===== src/rtl/core_debug_controller.sv =====
// Host-side debug/run controller for the rv32i core: sequences halt, resume and single-step,
// gives PC and register-file access while halted, and provides one hardware PC breakpoint.
module core_debug_controller #(
    parameter bit RESET_HALTED   = 1'b1,
    parameter int DATA_WIDTH     = 32,
    parameter int REG_ADDR_WIDTH = 5
) (
    input  logic                      clk_i,
    input  logic                      rst_ni,
    input  logic                      cmd_valid_i,
    output logic                      cmd_ready_o,
    input  logic [2:0]                cmd_op_i,
    input  logic [REG_ADDR_WIDTH-1:0] cmd_addr_i,
    input  logic [DATA_WIDTH-1:0]     cmd_wdata_i,
    output logic                      rsp_valid_o,
    input  logic                      rsp_ready_i,
    output logic [DATA_WIDTH-1:0]     rsp_data_o,
    output logic                      rsp_err_o,
    input  logic                      core_idle_i,
    input  logic [DATA_WIDTH-1:0]     cm_pc_read_data_i,
    output logic                      cm_pc_stall_o,
    output logic                      cm_pc_we_o,
    output logic [DATA_WIDTH-1:0]     cm_pc_write_data_o,
    output logic [REG_ADDR_WIDTH-1:0] cm_regfile_addr_o,
    input  logic [DATA_WIDTH-1:0]     cm_regfile_read_data_i,
    output logic                      cm_regfile_we_o,
    output logic [DATA_WIDTH-1:0]     cm_regfile_write_data_o,
    output logic                      dbg_halted_o,
    output logic [1:0]                dbg_halt_cause_o
);

    typedef enum logic [2:0] {
        S_RUNNING, S_HALTING, S_HALTED, S_STEP_REL, S_STEP_WAIT, S_ACCESS, S_RESP
    } state_e;

    typedef enum logic [2:0] {
        OP_SET_BP, OP_HALT, OP_RESUME, OP_STEP, OP_RD_PC, OP_WR_PC, OP_RD_REG, OP_WR_REG
    } op_e;

    typedef enum logic [1:0] {
        CAUSE_RESET, CAUSE_HALT, CAUSE_STEP, CAUSE_BP
    } cause_e;

    localparam state_e RESET_STATE = RESET_HALTED ? S_HALTED : S_RUNNING;

    state_e                      state_q;
    cause_e                      cause_q;
    logic                        rsp_valid_q;
    logic                        rsp_err_q;
    logic [DATA_WIDTH-1:0]       rsp_data_q;
    logic                        bp_en_q;
    logic [DATA_WIDTH-1:0]       bp_addr_q;
    logic                        bp_skip_q;
    logic                        pc_we_q;
    logic [DATA_WIDTH-1:0]       pc_wdata_q;
    logic                        rf_we_q;
    logic [DATA_WIDTH-1:0]       rf_wdata_q;
    logic [REG_ADDR_WIDTH-1:0]   rf_addr_q;

    op_e  op;
    logic cmd_accept;
    logic bp_hit;

    assign op          = op_e'(cmd_op_i);
    assign cmd_ready_o = (state_q == S_RUNNING || state_q == S_HALTED) && !rsp_valid_q;
    assign cmd_accept  = cmd_valid_i && cmd_ready_o;

    // The breakpoint must block the PC in the very cycle it becomes visible, so it bypasses the register.
    assign bp_hit = (state_q == S_RUNNING) && core_idle_i && bp_en_q && !bp_skip_q
                    && (cm_pc_read_data_i == bp_addr_q);

    assign cm_pc_stall_o           = !(state_q == S_RUNNING || state_q == S_STEP_REL) || bp_hit;
    assign cm_pc_we_o              = pc_we_q;
    assign cm_pc_write_data_o      = pc_wdata_q;
    assign cm_regfile_addr_o       = rf_addr_q;
    assign cm_regfile_we_o         = rf_we_q;
    assign cm_regfile_write_data_o = rf_wdata_q;
    assign rsp_valid_o             = rsp_valid_q;
    assign rsp_err_o               = rsp_err_q;
    assign rsp_data_o              = rsp_data_q;
    assign dbg_halted_o            = (state_q == S_HALTED);
    assign dbg_halt_cause_o        = cause_q;

    always_ff @(posedge clk_i or negedge rst_ni) begin
        if (!rst_ni) begin
            state_q     <= RESET_STATE;
            cause_q     <= CAUSE_RESET;
            rsp_valid_q <= 1'b0;
            rsp_err_q   <= 1'b0;
            rsp_data_q  <= '0;
            bp_en_q     <= 1'b0;
            bp_addr_q   <= '0;
            bp_skip_q   <= 1'b0;
            pc_we_q     <= 1'b0;
            pc_wdata_q  <= '0;
            rf_we_q     <= 1'b0;
            rf_wdata_q  <= '0;
            rf_addr_q   <= '0;
        end else begin
            pc_we_q <= 1'b0;
            rf_we_q <= 1'b0;
            // Once the core has left the breakpoint PC the skip is no longer needed.
            if (!core_idle_i) begin
                bp_skip_q <= 1'b0;
            end
            if (rsp_valid_q && rsp_ready_i) begin
                rsp_valid_q <= 1'b0;
                rsp_err_q   <= 1'b0;
                rsp_data_q  <= '0;
            end

            case (state_q)
                S_RUNNING: begin
                    if (cmd_accept) begin
                        rsp_valid_q <= 1'b1;
                        rsp_data_q  <= '0;
                        rsp_err_q   <= !(op == OP_SET_BP || op == OP_HALT || op == OP_RESUME);
                        if (op == OP_SET_BP) begin
                            bp_addr_q <= cmd_wdata_i;
                            bp_en_q   <= cmd_addr_i[0];
                        end
                        if (op == OP_HALT && !bp_hit) begin
                            rsp_valid_q <= 1'b0;
                            state_q     <= S_HALTING;
                        end
                    end
                    if (bp_hit) begin
                        state_q <= S_HALTED;
                        cause_q <= CAUSE_BP;
                    end
                end
                S_HALTED: begin
                    if (cmd_accept) begin
                        rsp_valid_q <= 1'b1;
                        rsp_err_q   <= 1'b0;
                        rsp_data_q  <= '0;
                        case (op)
                            OP_SET_BP: begin
                                bp_addr_q <= cmd_wdata_i;
                                bp_en_q   <= cmd_addr_i[0];
                            end
                            OP_HALT: begin
                            end
                            OP_RESUME: begin
                                bp_skip_q <= 1'b1;
                                state_q   <= S_RUNNING;
                            end
                            OP_STEP: begin
                                rsp_valid_q <= 1'b0;
                                bp_skip_q   <= 1'b1;
                                state_q     <= S_STEP_REL;
                            end
                            OP_RD_PC: rsp_data_q <= cm_pc_read_data_i;
                            OP_WR_PC: begin
                                pc_we_q    <= 1'b1;
                                pc_wdata_q <= cmd_wdata_i;
                            end
                            OP_RD_REG: begin
                                rsp_valid_q <= 1'b0;
                                rf_addr_q   <= cmd_addr_i;
                                state_q     <= S_ACCESS;
                            end
                            OP_WR_REG: begin
                                rf_addr_q  <= cmd_addr_i;
                                rf_wdata_q <= cmd_wdata_i;
                                rf_we_q    <= 1'b1;
                            end
                        endcase
                    end
                end
                S_HALTING: begin
                    if (core_idle_i) begin
                        state_q     <= S_HALTED;
                        cause_q     <= CAUSE_HALT;
                        rsp_valid_q <= 1'b1;
                        rsp_err_q   <= 1'b0;
                        rsp_data_q  <= '0;
                    end
                end
                S_STEP_REL: begin
                    if (!core_idle_i) begin
                        state_q <= S_STEP_WAIT;
                    end
                end
                S_STEP_WAIT: begin
                    if (core_idle_i) begin
                        state_q     <= S_HALTED;
                        cause_q     <= CAUSE_STEP;
                        rsp_valid_q <= 1'b1;
                        rsp_err_q   <= 1'b0;
                        rsp_data_q  <= cm_pc_read_data_i;
                    end
                end
                S_ACCESS: begin
                    rsp_valid_q <= 1'b1;
                    rsp_err_q   <= 1'b0;
                    rsp_data_q  <= cm_regfile_read_data_i;
                    state_q     <= S_RESP;
                end
                S_RESP: begin
                    if (rsp_ready_i) begin
                        state_q <= S_HALTED;
                    end
                end
                default: state_q <= RESET_STATE;
            endcase
        end
    end

endmodule


===== config.mk =====
export PLATFORM = sky130hd
export DESIGN_NAME = core_debug_controller
export DESIGN_NICKNAME = d
export VERILOG_FILES = /design/src/rtl/core_debug_controller.sv
export SDC_FILE = /design/constraint.sdc
export NUM_CORES = 1
export LEC_CHECK = 0
export ABC_CLOCK_PERIOD_IN_PS = 5000
export BUFFER_PORTS_ARGS = -buffer_cell sky130_fd_sc_hd__buf_2
export CAP_MARGIN = 0
export CORE_MARGIN = 2
export CORE_UTILIZATION = 50
export DETAILED_ROUTE_END_ITERATION = 6
export HOLD_SLACK_MARGIN = 0.12
export PLACE_DENSITY = 0.8
export SYNTH_ARGS = -nofsm -noshare
export SYNTH_HDL_FRONTEND = slang
export SYNTH_SLANG_ARGS = --single-unit

===== constraint.sdc =====
create_clock -name clk_i -period 5 [get_ports clk_i]
set_input_delay 0.25 -clock clk_i [delete_from_list [all_inputs] [get_ports clk_i]]
set_output_delay 0.25 -clock clk_i [all_outputs]
set_load 0.05 [all_outputs]

==> After elaboration in Yosys (flattened, before gate mapping) <==
Cells that the tools add are included.
{ "totals": {"wordCells": 111, "ff_bits": 144, "out_inout_bits": 110, "input_bits": 109} }
{ "op_classes": {"n_reduce_logical": 32, "mux": 42, "eq_ne": 24} }
{ "op_table": {"columns": ["op", "n"], "rows": [
  ["$mux 32", 6],
  ["$pmux 32 s5", 1],
  ["$eq 32x32->1", 1],
  ["$eq 3x3->1 const B", 7],
  ["$mux 3", 7],
  ["$mux 1", 20],
  ["$pmux 3 s6", 1],
  ["$eq 3x2->1 const B", 4],
  ["$reduce_and 3->1", 4],
  ["$ne 2x2->1 const B", 5],
  ["$reduce_or 2->1", 5],
  ["$pmux 3 s3", 1],
  ["$logic_and 1x1->1", 8],
  ["$pmux 1 s4", 2],
  ["$reduce_and 7->1", 1],
  ["$eq 3x1->1 const B", 2],
  ["$logic_not 3->1", 2],
  ["$mux 2", 3],
  ["$pmux 2 s3", 1],
  ["$logic_not 1->1", 5],
  ["$logic_or 1x1->1", 5],
  ["$ne 2x1->1 const B", 2],
  ["$ne 4x1->1 const B", 1],
  ["$reduce_and 4->1", 1],
  ["3 further kinds", 3]
]} }

==> Depth between registers and ports, before layout <==
{ "logic_depth": {"word_depth": 11, "ltp_mapped": 7, "depth_no_buf": 6} }

==> Worst setup path before layout <==
Ideal clock, no wire load.
{ "synth_timing": {"kind": "register to register", "start": "reg state_q[1]", "end": "reg pc_wdata_q[18] (netlist: cm_pc_write_data_o[18])", "setup_ns": 0.125, "required_ns": 4.875, "t_arrival_ns": 2.449, "period_less_slack_ns": 2.574, "path_buffers": 1, "stages_incl_launch_ff": 7, "slack_ns": 2.426, "cell_sequence": "dfstp_2 -> inv_2 -> nor3_2 -> nand3_1 -> nor3b_2 -> buf_4 -> mux2_2"} }
{ "synth_via": {"elab_chain_cells": 5, "elab_cells_between_ends": 6, "classes_between": "eq/ne: 1; reduce/logical: 5"} }
{ "synth_rtl": {"columns": ["element", "line", "rtl"], "rows": [
  ["start, declared", "46", "state_e state_q;"],
  ["start signal, assigned", "86", "state_q <= RESET_STATE;"],
  ["start signal, assigned", "124", "state_q <= S_HALTING;"],
  ["start signal, assigned", "128", "state_q <= S_HALTED;"],
  ["$eq 3x2->1 *", null, null],
  ["net dbg_halted_o", "28", "output logic dbg_halted_o,"],
  ["$logic_or 1x1->1", "65", "assign cmd_ready_o = (state_q == S_RUNNING || state_q == S_HALTED) && !rsp_valid_q;"],
  ["$logic_and 1x1->1", "65", null],
  ["$logic_and 1x1->1", "66", "assign cmd_accept = cmd_valid_i && cmd_ready_o;"],
  ["$reduce_and 3->1 (no line) *", null, null],
  ["end signal, assigned", "156", "pc_wdata_q <= cmd_wdata_i;"],
  ["end, declared", "55", "logic [DATA_WIDTH-1:0] pc_wdata_q;"]
]} }
Mark *: on every way through the listed nets, which the timed path passes. The rest lies on a longest branch.
A chain may end at the register's enable or synchronous reset.

==> Final worst setup path <==
{ "layout_timing": {"start": "reg state_q[1]", "end": "reg rsp_data_q[11] (netlist: rsp_data_o[11])"} }
{ "layout_via": {"elab_chain_cells": 6, "elab_cells_between_ends": 11, "classes_between": "eq/ne: 4; mux: 3; reduce/logical: 4"} }
{ "layout_rtl": {"columns": ["element", "line", "rtl"], "rows": [
  ["$eq 3x2->1 / $logic_not 3->1 (equally long branches)", "65, 112", null],
  ["$logic_or 1x1->1", "65", null],
  ["$logic_and 1x1->1", "65", null],
  ["$logic_and 1x1->1", "66", null],
  ["$mux 32, on equally long branches", "133, 114", null],
  ["$pmux 32 s5 *", "112", "case (state_q)"],
  ["end signal, assigned", "153", "OP_RD_PC: rsp_data_q <= cm_pc_read_data_i;"],
  ["end signal, assigned", "191", "rsp_data_q <= cm_pc_read_data_i;"],
  ["end signal, assigned", "197", "rsp_data_q <= cm_regfile_read_data_i;"],
  ["end, declared", "50", "logic [DATA_WIDTH-1:0] rsp_data_q;"]
]} }
Every way passes the cells marked *; elsewhere a longest branch is shown, timed or not.

==> results.md <==
Timing:
- The worst pin sits at a relative slew slack of 37.6%.
- The final hold violation count came to 0.
- The largest clock skew in the final design is 0.00499 ns.
- The final max-slew violation count was 0.
- The tightest hold path in the finished design has a slack of 0.126 ns.
- The final critical delay including setup and external delays is 3.23 ns.
- The worst path setup slack after routing is 1.77 ns.
- The slew at the pin closest to its max-slew limit is 0.937 ns.
- Derived from the worst setup path, the maximum achievable clock frequency is 310 MHz.
- The setup-violating endpoint count in the final report is 0.
- The aggregate negative setup slack is 0 ns.
- Of the available clock period, the critical path in the final layout requires 64.6%.
- Setup repair after global routing left no endpoint under its margin.

Clocking:
- The clock slew at the register clock pins of the worst setup and hold paths is 0.06 ns.
- Counting the buffers created by CTS gives 17.
- After clock tree synthesis, the setup repair step added 0 buffers.
- The CTS tree is yes.
- The clock passes through at most 2 buffers.
- The insertion delay of the later-clocked pin in the worst-skew pair is 0.42 ns.
- The clock root buffer is sky130_fd_sc_hd__clkbuf_16.
- The post-cts resize count is 0.
- Buffers inserted to repair hold after CTS numbered 93.
- In this run the number of H-tree levels came out at 4.
- Clock tree synthesis found a total of 144 sinks.

Finish:
- The area overhead of the layout relative to synthesis is 44.2%.
- The finished layout cell area is 9000 um^2.
- The proportion of layout cells with a drive suffix above 1 is 42.4%.
- For this run, the post-layout net count is 884.

Worst setup path:
- The maximum fanout encountered on the critical timing path is 22.
- The kind of end point of the critical path is a flop.
- The critical path is of the flop to flop type.
- The arrival time at the worst endpoint is 3.59 ns.
- In this design, the stage delay of the slowest critical-path cell is 0.68 ns.
- At the worst endpoint, the required time is 5.36 ns.
- The source of the critical timing path is state_q[1]$_DFFE_PN1P_.
- The slowest stage of the critical path is the sky130_fd_sc_hd__dfstp_2 cell.
- The critical path goes through inv_2, nor3_2, and3_1, a32o_1, buf_4, a222oi_1, dlygate4sd3_1, inv_1.
- The startpoint identified for the worst register-to-register timing path is state_q[1]$_DFFE_PN1P_.
- STA classifies the critical path startpoint as a flop.

Drt:
- In the routed design, unresolved DRC markers number 0.
- The first routing iteration left 645 violations.
- In this run the remaining antenna-violating nets after routing total 0.
- After detailed routing, the average wire length per cell comes to 20.6 um.
- The routed via count is 5545.
- The per-cell via count in the routed design is 5.80.
- For this run, the detailed router's first-pass iteration total came to 7.
- The total wire length after detailed routing is 19700 um.

Yosys:
- The warning count from the yosys run is 0.
- The synthesized design devotes to its leading area cell type 57.3% of total area.
- The library cell with the highest instance count after synthesis is sky130_fd_sc_hd__dfrtp_1.
- The synthesized design contains 0 enable-type register cells.
- In this run the cell area of the synthesized design comes to 6240 um^2.
- Counting instances in the post-synthesis netlist gives the leading cell types as sky130_fd_sc_hd__dfrtp_1, sky130_fd_sc_hd__mux2_2, sky130_fd_sc_hd__inv_1.
- The number of library cell types mapped by synthesis is 45.
- The dominant cell type by area after synthesis is sky130_fd_sc_hd__dfrtp_1.
- The sequential share of the synthesized area is 57.8%.
- By area the synthesized netlist is led by sky130_fd_sc_hd__dfrtp_1, sky130_fd_sc_hd__mux2_2, sky130_fd_sc_hd__mux2_1.
- The top flip-flop cell by instance count after synthesis is sky130_fd_sc_hd__dfrtp_1.
- The post-synthesis instance total is 468.
- The number of nets produced by synthesis is 577.
- The proportion of synthesized flip-flops having asynchronous set or reset is 100%.
- The synthesized area per cell is 13.3 um^2.
- The synthesized flop and latch total is 144.

Floorplanning:
- The die is 116 um wide.
- From bottom edge to top edge, the die measures 116 um.
- The starting density of the core is 51.5%.
- Row generation in the floorplan step produced 40 rows.
- During I/O placement, the number of pins put on the boundary was 219.
- The placeable core area is 12100 um^2.
- The die covers 13400 um^2.

Flow run:
- The max-capacitance violation count is 0.

GRT:
- Entering global routing, the biggest net connects 107 pins.
- The via count of the first global-routing pass came to 5655.
- In the global route stage, overall resource usage came out at 29.8%.
- The initial antenna violation count is 1.
- The first global-routing pass estimated 29800 um of wire.
- The overall overflow remaining after global route is 0.

Status:
- The run finished with clean final reports.

Pwr:
- In this run, the clock network consumes 22.5% of the power.
- The power dissipated by switching net loads is 2.72 mW.
- The combinational group share of total power is 45.3%.
- The fraction of power consumed by sequential logic is 32.2%.
- In this run the static leakage power is 4.69 nW.
- Dividing total power by cell area gives a power density of 675 nW/um^2.
- The internal power contribution is 3.35 mW.
- Net switching is 44.8% of the power.
- VDD sags by at most 0.452 mV.
- The overall power is 6.07 mW.

Placement:
- Detailed placement finished with a half-perimeter wire length of 11800 um.
- The routability congestion estimate is 0.967.
- During placement, the flow inserted port buffers numbering 218.
- Summing all placed instances gives a cell area of 7420 um^2.
- At the placement stage, the worst setup path has a slack of 2.44 ns.

Worst hold path:
- The worst hold path begins at cm_pc_read_data_i[20].
- The worst hold-check path type is input port to flop.
routing by layer:
layer  track usage, %  vias to the layer above  wire (um)
met5                0                        -          0
met4             13.7                        0        732
met3             7.69                       77       1660
met2             51.2                      389      10000
met1             35.3                     2748       7250
li1                 -                     2331          -
layout make-up:
cell class	count	area, um^2
sequential	144	3600
antenna	1	2.50
tap	168	210
clock buffer	23	488
multi-input combinational	260	2340
inverter	36	135
timing repair buffer	316	2070
clock inverter	8	153
fill	780	3110
worst paths after layout:
check	cells past startpoint	slack, ns	endpoint
min	3	0.13	rsp_data_o[20]$_DFF_PN0_
min in group asynchronous	2	0.54	cm_regfile_addr_o[2]$_DFFE_PN0P_
max reg2reg	8	1.77	rsp_data_o[11]$_DFF_PN0_
max in group asynchronous	3	3.38	rsp_data_o[8]$_DFF_PN0_
max	8	1.77	rsp_data_o[11]$_DFF_PN0_
min reg2reg	1	0.48	cm_pc_write_data_o[3]$_DFFE_PN0P_
worst max-delay path: cells and delay by family, from the launching register on:
kind                   cells  cell delay (ns)
buffers and inverters      4             1.25
AOI/OAI and AO/OA          2             0.69
and+or+nand+nor            2             0.53
DFF                        1             0.68
sequential cells by signal, summed over array words and instances (netlist names):
register and cells:
bp_addr_q 32, cm_pc_write_data_o 32, cm_regfile_write_data_o 32, rsp_data_o 32, cm_regfile_addr_o 5, state_q 3, dbg_halt_cause_o 2, bp_en_q 1
bp_skip_q 1, cm_pc_we_o 1, cm_regfile_we_o 1, rsp_err_o 1, rsp_valid_o 1
per-stage QoR:
step                      instances  utilization, %
after floorplan                 468               -
after global placement          831            61.3
after detailed placement        831            61.3
after CTS                       955            74.3
after global routing            956            74.3
final                           956            74.3
kinds of logic (layout without fill, tap and decap cells):
logic type	after synthesis	in the layout	share of synthesized area, %
buffers and inverters	64	383	4.91
adders and majority gates	1	1	0.180
muxes	103	103	18.6
AOI/OAI and AO/OA	60	60	8.16
DFF	144	144	57.8
other	0	1	0
and+or+nand+nor	62	62	5.63
xor gates and xnor gates	34	34	4.77
power groups by stage:
stage / registers [mW] / logic, mW / clock network (mW)
3_3_place_gp: 1.92 / 2.56 / 0
3_5_place_dp: 1.95 / 2.62 / 0
6_report: 1.96 / 2.75 / 1.36
5_1_grt: 2.00 / 2.86 / 1.43
2_1_floorplan: 3.05 / 0.838 / 0
4_1_cts: 1.94 / 2.71 / 1.37
placed cells by master (no fill, tap or decap), drive strengths merged, types with 2 or more instances in the layout:
cell type,instances
a21oi,6
a222oi,33
a31oi,5
a32o,3
and3,4
buf,223
bufinv,4
clkbuf,23
clkinv,2
clkinvlp,2
dfrtp,143
dlygate4sd3,93
inv,36
mux2,103
nand2,15
nand2b,2
nand3,3
nand4,14
nand4b,2
nor2,8
nor3,3
nor3b,2
nor4,3
nor4b,2
o21ai,6
xnor2,31
xor2,3
Power figures use the tool's default switching activity.
